===== config.mk =====
export PLATFORM = sky130hd
export DESIGN_NAME = time_set_controller_flat
export DESIGN_NICKNAME = d
export VERILOG_FILES = /design/src/rtl/time_set_controller_pkg.sv /design/src/rtl/time_set_controller_if.sv /design/src/rtl/time_set_controller_days_in_month.sv /design/src/rtl/time_set_controller.sv /design/src/flat_wrapper.sv
export SDC_FILE = /design/constraint.sdc
export NUM_CORES = 1
export LEC_CHECK = 0
export CAP_MARGIN = 20
export CORE_ASPECT_RATIO = 1.4
export CORE_MARGIN = 2
export CORE_UTILIZATION = 57
export DETAILED_ROUTE_END_ITERATION = 6
export PLACE_DENSITY = 0.85
export SLEW_MARGIN = 20
export SYNTH_ARGS = -nofsm -noshare
export SYNTH_HDL_FRONTEND = slang
export SYNTH_SLANG_ARGS = --single-unit
export TNS_END_PERCENT = 20

===== constraint.sdc =====
create_clock -name clk -period 10.4 [get_ports clk]
set_clock_uncertainty 0.05 [all_clocks]
set_input_delay 2.08 -clock clk [delete_from_list [all_inputs] [get_ports clk]]
set_output_delay 2.08 -clock clk [all_outputs]
set_load 0.05 [all_outputs]

===== src/rtl/time_set_controller_pkg.sv =====
// Shared types and constants for the century-clock time/date setting logic.
package time_set_controller_pkg;

  typedef enum logic [2:0] {
    ST_RUN     = 3'd0,
    ST_E_YEAR  = 3'd1,
    ST_E_MONTH = 3'd2,
    ST_E_DAY   = 3'd3,
    ST_E_HOUR  = 3'd4,
    ST_E_MIN   = 3'd5,
    ST_COMMIT  = 3'd6
  } state_t;

  localparam logic [2:0] FIELD_NONE  = 3'd0;
  localparam logic [2:0] FIELD_YEAR  = 3'd1;
  localparam logic [2:0] FIELD_MONTH = 3'd2;
  localparam logic [2:0] FIELD_DAY   = 3'd3;
  localparam logic [2:0] FIELD_HOUR  = 3'd4;
  localparam logic [2:0] FIELD_MIN   = 3'd5;

  localparam logic [5:0] MIN_MAX   = 6'd59;
  localparam logic [4:0] HOUR_MAX  = 5'd23;
  localparam logic [3:0] MONTH_MAX = 4'd12;

  // Gregorian rule: century years are leap only when divisible by 400.
  function automatic logic is_leap(input logic [15:0] year);
    return (year % 16'd4 == 16'd0) &&
           ((year % 16'd100 != 16'd0) || (year % 16'd400 == 16'd0));
  endfunction

endpackage


===== src/rtl/time_set_controller_if.sv =====
// Load handshake bus from the setting controller to the counter datapath.
interface time_set_controller_if;
  logic        load_valid;
  logic        load_ready;
  logic [5:0]  load_sec;
  logic [5:0]  load_min;
  logic [4:0]  load_hour;
  logic [4:0]  load_day;
  logic [3:0]  load_month;
  logic [15:0] load_year;

  modport master (
    output load_valid, load_sec, load_min, load_hour, load_day, load_month, load_year,
    input  load_ready
  );

  modport slave (
    input  load_valid, load_sec, load_min, load_hour, load_day, load_month, load_year,
    output load_ready
  );
endinterface


===== src/rtl/time_set_controller_days_in_month.sv =====
// Combinational days-in-month lookup; invalid months report 31.
module days_in_month
  import time_set_controller_pkg::*;
(
  input  logic [3:0]  month,
  input  logic [15:0] year,
  output logic [4:0]  dim
);
  always_comb begin
    dim = 5'd31;
    case (month)
      4'd2:                      dim = is_leap(year) ? 5'd29 : 5'd28;
      4'd4, 4'd6, 4'd9, 4'd11:   dim = 5'd30;
      default:                   dim = 5'd31;
    endcase
  end
endmodule


===== src/rtl/time_set_controller.sv =====
// Button-driven time/date editor: snapshots live time, steps fields, commits via load handshake.
module time_set_controller
  import time_set_controller_pkg::*;
#(
  parameter int YEAR_MIN       = 2000,
  parameter int YEAR_MAX       = 2099,
  parameter int TIMEOUT_CYCLES = 30000000
) (
  input  logic        clk,
  input  logic        rst,
  input  logic        btn_mode,
  input  logic        btn_inc,
  input  logic        btn_dec,
  input  logic        btn_cancel,
  input  logic [5:0]  cur_min,
  input  logic [4:0]  cur_hour,
  input  logic [4:0]  cur_day,
  input  logic [3:0]  cur_month,
  input  logic [15:0] cur_year,
  output logic        run_en,
  output logic [2:0]  edit_field,
  time_set_controller_if.master load_if
);
  localparam logic [15:0] YMIN = 16'(YEAR_MIN);
  localparam logic [15:0] YMAX = 16'(YEAR_MAX);
  localparam int          TW   = (TIMEOUT_CYCLES > 2) ? $clog2(TIMEOUT_CYCLES) : 1;
  localparam logic [TW-1:0] TO_LAST = TW'(TIMEOUT_CYCLES - 1);

  state_t        state_reg, state_next;
  logic [TW-1:0] timeout_cnt_reg;
  logic [15:0]   year_reg;
  logic [3:0]    month_reg;
  logic [4:0]    day_reg, hour_reg;
  logic [5:0]    min_reg;

  logic        in_edit, any_btn, timeout_hit, step_up, step;
  logic [15:0] year_step, cand_year;
  logic [3:0]  month_step, cand_month;
  logic [4:0]  day_step, hour_step, dim_cand, day_clamped;
  logic [5:0]  min_step;

  assign in_edit     = (state_reg != ST_RUN) && (state_reg != ST_COMMIT);
  assign any_btn     = btn_mode | btn_inc | btn_dec | btn_cancel;
  assign timeout_hit = in_edit && !any_btn && (timeout_cnt_reg == TO_LAST);
  assign step_up     = btn_inc & ~btn_dec;
  assign step        = in_edit & (btn_inc ^ btn_dec) & ~btn_cancel & ~btn_mode;

  always_ff @(posedge clk or posedge rst) begin
    if (rst) state_reg <= ST_RUN;
    else     state_reg <= state_next;
  end

  always_comb begin
    state_next = state_reg;
    run_en     = 1'b0;
    edit_field = FIELD_NONE;
    case (state_reg)
      ST_RUN: begin
        run_en = 1'b1;
        if (btn_mode) state_next = ST_E_YEAR;
      end
      ST_E_YEAR:  edit_field = FIELD_YEAR;
      ST_E_MONTH: edit_field = FIELD_MONTH;
      ST_E_DAY:   edit_field = FIELD_DAY;
      ST_E_HOUR:  edit_field = FIELD_HOUR;
      ST_E_MIN:   edit_field = FIELD_MIN;
      ST_COMMIT:  if (load_if.load_ready) state_next = ST_RUN;
      default:    state_next = ST_RUN;
    endcase
    // Edit states advance in encoding order; cancel and timeout win over mode.
    if (in_edit) begin
      if (btn_cancel || timeout_hit) state_next = ST_RUN;
      else if (btn_mode)             state_next = state_t'(state_reg + 3'd1);
    end
  end

  always_ff @(posedge clk or posedge rst) begin
    if (rst)                                            timeout_cnt_reg <= '0;
    else if (!in_edit || any_btn || state_next != state_reg) timeout_cnt_reg <= '0;
    else                                                timeout_cnt_reg <= timeout_cnt_reg + 1'b1;
  end

  // Candidate values for each field; out-of-range snapshots restart at the field minimum.
  always_comb begin
    if (year_reg < YMIN || year_reg > YMAX) year_step = YMIN;
    else if (step_up) year_step = (year_reg == YMAX) ? YMIN : year_reg + 16'd1;
    else              year_step = (year_reg == YMIN) ? YMAX : year_reg - 16'd1;

    if (month_reg == 4'd0 || month_reg > MONTH_MAX) month_step = 4'd1;
    else if (step_up) month_step = (month_reg == MONTH_MAX) ? 4'd1 : month_reg + 4'd1;
    else              month_step = (month_reg == 4'd1) ? MONTH_MAX : month_reg - 4'd1;

    cand_year  = (state_reg == ST_E_YEAR  && step) ? year_step  : year_reg;
    cand_month = (state_reg == ST_E_MONTH && step) ? month_step : month_reg;
  end

  days_in_month u_dim (
    .month (cand_month),
    .year  (cand_year),
    .dim   (dim_cand)
  );

  always_comb begin
    day_clamped = (day_reg > dim_cand) ? dim_cand : day_reg;

    if (day_reg == 5'd0 || day_reg > dim_cand) day_step = 5'd1;
    else if (step_up) day_step = (day_reg == dim_cand) ? 5'd1 : day_reg + 5'd1;
    else              day_step = (day_reg == 5'd1) ? dim_cand : day_reg - 5'd1;

    if (hour_reg > HOUR_MAX) hour_step = 5'd0;
    else if (step_up) hour_step = (hour_reg == HOUR_MAX) ? 5'd0 : hour_reg + 5'd1;
    else              hour_step = (hour_reg == 5'd0) ? HOUR_MAX : hour_reg - 5'd1;

    if (min_reg > MIN_MAX) min_step = 6'd0;
    else if (step_up) min_step = (min_reg == MIN_MAX) ? 6'd0 : min_reg + 6'd1;
    else              min_step = (min_reg == 6'd0) ? MIN_MAX : min_reg - 6'd1;
  end

  always_ff @(posedge clk or posedge rst) begin
    if (rst) begin
      year_reg  <= '0;
      month_reg <= '0;
      day_reg   <= '0;
      hour_reg  <= '0;
      min_reg   <= '0;
    end else if (state_reg == ST_RUN && btn_mode) begin
      year_reg  <= cur_year;
      month_reg <= cur_month;
      day_reg   <= cur_day;
      hour_reg  <= cur_hour;
      min_reg   <= cur_min;
    end else if (step) begin
      case (state_reg)
        ST_E_YEAR:  begin year_reg  <= year_step;  day_reg <= day_clamped; end
        ST_E_MONTH: begin month_reg <= month_step; day_reg <= day_clamped; end
        ST_E_DAY:   day_reg  <= day_step;
        ST_E_HOUR:  hour_reg <= hour_step;
        ST_E_MIN:   min_reg  <= min_step;
        default: ;
      endcase
    end
  end

  assign load_if.load_valid = (state_reg == ST_COMMIT);
  assign load_if.load_sec   = 6'd0;
  assign load_if.load_min   = min_reg;
  assign load_if.load_hour  = hour_reg;
  assign load_if.load_day   = day_reg;
  assign load_if.load_month = month_reg;
  assign load_if.load_year  = year_reg;
endmodule


===== src/flat_wrapper.sv =====
// flat-port wrapper written by rule: the top's interface ports become plain ports
module time_set_controller_flat import time_set_controller_pkg::*;
#(
  parameter int YEAR_MIN       = 2000,
  parameter int YEAR_MAX       = 2099,
  parameter int TIMEOUT_CYCLES = 30000000
)
  (clk, rst, btn_mode, btn_inc, btn_dec, btn_cancel, cur_min, cur_hour, cur_day, cur_month, cur_year, run_en, edit_field, load_if_load_valid, load_if_load_sec, load_if_load_min, load_if_load_hour, load_if_load_day, load_if_load_month, load_if_load_year, load_if_load_ready);
  time_set_controller_if load_if_i ();
  input  logic clk;
  input  logic rst;
  input  logic btn_mode;
  input  logic btn_inc;
  input  logic btn_dec;
  input  logic btn_cancel;
  input  logic [5:0] cur_min;
  input  logic [4:0] cur_hour;
  input  logic [4:0] cur_day;
  input  logic [3:0] cur_month;
  input  logic [15:0] cur_year;
  output logic run_en;
  output logic [2:0] edit_field;
  output wire logic [$bits(load_if_i.load_valid)-1:0] load_if_load_valid;
  output wire logic [$bits(load_if_i.load_sec)-1:0] load_if_load_sec;
  output wire logic [$bits(load_if_i.load_min)-1:0] load_if_load_min;
  output wire logic [$bits(load_if_i.load_hour)-1:0] load_if_load_hour;
  output wire logic [$bits(load_if_i.load_day)-1:0] load_if_load_day;
  output wire logic [$bits(load_if_i.load_month)-1:0] load_if_load_month;
  output wire logic [$bits(load_if_i.load_year)-1:0] load_if_load_year;
  input wire logic [$bits(load_if_i.load_ready)-1:0] load_if_load_ready;
  assign load_if_load_valid = load_if_i.load_valid;
  assign load_if_load_sec = load_if_i.load_sec;
  assign load_if_load_min = load_if_i.load_min;
  assign load_if_load_hour = load_if_i.load_hour;
  assign load_if_load_day = load_if_i.load_day;
  assign load_if_load_month = load_if_i.load_month;
  assign load_if_load_year = load_if_i.load_year;
  assign load_if_i.load_ready = load_if_load_ready;
  time_set_controller #(.YEAR_MIN(YEAR_MIN), .YEAR_MAX(YEAR_MAX), .TIMEOUT_CYCLES(TIMEOUT_CYCLES)) u_core (.clk(clk), .rst(rst), .btn_mode(btn_mode), .btn_inc(btn_inc), .btn_dec(btn_dec), .btn_cancel(btn_cancel), .cur_min(cur_min), .cur_hour(cur_hour), .cur_day(cur_day), .cur_month(cur_month), .cur_year(cur_year), .run_en(run_en), .edit_field(edit_field), .load_if(load_if_i));
endmodule

==> impl_metrics.yaml <==
run_status:
  status: "finished clean"
placed_design:
  dp_cells: 1211
  hpwl_mm: 15.78
  port-buffer-count: 83
  place.gp.congestion: 0.9541
  dpl_cell_area_um2: 8446
hold_path:
  hp-class: "register to register"
  min_from: "u_core.timeout_cnt_reg[0]"
detailed_routing:
  vias: 8410
  wl_met1_mm: 9.231
  detail_route.wl_per_cell_um: 20.30
  antenna_left: 0
  dr.max_layer_used: "met4"
  met2WireLength_mm: 12.31
  wl_mm: 25.19
  drc: 0
  via_per_inst: 6.777
  dr.pass1.iters: 7
  wl_met3_mm: 1.853
  drt_iter0_drc: 823
synth:
  syn_area_per_cell_um2: 7.432
  syn_area_um2: 6763
  ys.flop_type: "dfrtp_1"
  ys_seq_area_share_pct: 23.68
  ys_warn_count: 0
  synth_seq_cells: 64
  synthArstFlopShare_pct: 100.0
  synthCells: 910
  synth_edf_count: 0
  ys_types: 99
finish:
  fin_nets: 1155
  fin_area_um2: 9404
  largest_reg_flops: 25
  fin_util_pct: 80.36
  area.growth.synth_to_final_pct: 39.06
  n_antenna_cell: 0
  drive_above_1_share_pct: 23.58
  final_common_cell: "buf_4"
  final_cell_mix: "128 x buf_4, 109 x nor2_1, 108 x nand2_1, 80 x clkdlybuf4s50_1, 64 x dfrtp_1"
  fillCellCount: 737
  instances_no_fill: 1241
critical_path:
  crit_type: "primary input to register"
  critical_path_peak_fanout: 5
  worstReg2RegStart: "u_core.load_if.load_year[10]"
  max_stage_delay_ps: 410
  worstPathRequired_ps: 10590
  crit_slowest_cell: "maj3_1"
  cp_top_family: "compound AO/OA/AOI/OAI gates"
  crit_top_cell: "buf_4"
  crit_path_end_kind: "register"
  crit_buf_inv: 5
  startpoint: "btn_inc"
  start_kind: "primary input"
  worst_ep_arrival_time_ps: 10420
clock_network:
  hold_buffers: 0
  clockRootBuffer: "clkbuf_16"
  cts-buffers-inserted: 9
  h-tree-depth: 3
  clk_pin_slew_ps: 60
  cts_buffer_depth: 2
  clock_latency_ps: 350
  cts.sinks: 64
  cts_tree: "done"
sta:
  tightest_slew_ps: 1053
  finalCritPeriodShare_pct: 98.37
  max_freq_ghz: 0.09775
  slew_headroom_pct: 29.60
  finalHoldViolCount: 0
  slew_viol_final: 0
  layout_min_cycle_time_ps: 10230
  setup_viol: 0
die:
  die_h_um: 132.9
  dieArea_um2: 12760
  ioPinCount: 90
  die_x_um: 96.06
  initial_utilization_pct: 57.79
  core_um2: 11700
  row_count: 47
job:
  maxCapViolations: 0
global_route:
  gr-usage-all-layers_pct: 36.12
  grt_pass1_wl_mm: 37.38
  grt_max_degree: 65
  antenna_found_initial: 0
  grt_pass1_vias: 7960
  grt_overflow_total: 0
==> Yosys cell counts (6+ instances only) <==
library cell / instances / area [µm²]
a211oi_1: 7 / 52.55
a21o_1: 10 / 75.07
a21oi_1: 56 / 280.3
a221o_1: 10 / 100.1
a221oi_1: 6 / 52.55
a31oi_1: 13 / 81.33
and2_1: 14 / 87.58
and3_1: 18 / 112.6
buf_2: 6 / 30.03
buf_4: 9 / 67.56
clkbuf_1: 31 / 116.4
dfrtp_1: 64 / 1602
ha_1: 23 / 287.8
inv_1: 35 / 131.4
mux2i_1: 6 / 60.06
nand2_1: 110 / 412.9
nand2b_1: 6 / 37.54
nand3_1: 38 / 190.2
nand4_1: 14 / 87.58
nor2_1: 112 / 420.4
nor3_1: 22 / 110.1
nor3b_1: 9 / 67.56
nor4_1: 7 / 43.79
o211ai_1: 10 / 75.07
o21ai_0: 59 / 295.3
o21ai_1: 8 / 40.04
o21bai_1: 8 / 60.06
o22ai_1: 10 / 62.56
o31ai_1: 8 / 60.06
or2_2: 9 / 56.30
or3_1: 10 / 62.56
xnor2_1: 21 / 183.9
xor2_1: 19 / 166.4
==> stage by stage <==
stage                     worst slack, ps  setup TNS (ps)  hold WS [ps]
after global routing               -233.9          -592.0         470.8
after global placement             -411.0           -1076         430.4
final                               169.8               0         453.0
after CTS                           12.35               0         453.3
after floorplan                     45.39               0         405.2
after detailed placement           -723.5           -2597         447.1
==> layer usage <==
| metal | vias up | GRT usage [%] |
|---|---|---|
| met3 | 185 | 5.296 |
| li1 | 3698 | - |
| met5 | - | 0 |
| met2 | 569 | 62.58 |
| met4 | 0 | 16.90 |
| met1 | 3958 | 42.81 |
==> repair_timing <==
action | in CTS | in global routing
buffers inserted | 9 | 5
setup endpoints to repair | 5 | 5
resized for setup | 28 | 73
pin swaps | 12 | 24
==> final cells by class <==
type	instances	area, µm²	area share (%)
well taps	147	183.9	1.956
multi-input cells	764	5311	56.48
repair buffers	214	1842	19.58
clock buffers	9	225.2	2.395
flip-flops and latches	64	1602	17.03
inverters	36	135.1	1.437
clock inverters	7	105.1	1.118
==> worst paths after layout <==
check | endpoint | slack [ps] | cells after the start
setup reg to reg | u_core.load_if.load_day[0] | 1120 | 41
hold / removal | u_core.timeout_cnt_reg[0] | 450 | 1
max in group asynchronous | u_core.load_if.load_year[2] | 7470 | 3
setup / recovery | u_core.load_if.load_day[0] | 170 | 43
hold reg to reg | u_core.timeout_cnt_reg[0] | 450 | 1
min in group asynchronous | u_core.load_if.load_year[8] | 2270 | 3
==> cells by family (layout without fill, tap and decap cells) <==
family	after synthesis	after routing	share of synthesized area, %
and+or+nand+nor	400	400	29.14
adders and majority gates	25	25	4.551
xor gates and xnor gates	40	40	5.180
other	1	6	0.05545
muxes	11	11	1.850
DFF	64	64	23.68
buffers and inverters	87	266	5.661
AOI/OAI and AO/OA	282	282	29.88
Power is left out: the tool's default activity adds up to more than one toggle a clock period on the data nets, which glitch-free logic cannot reach.
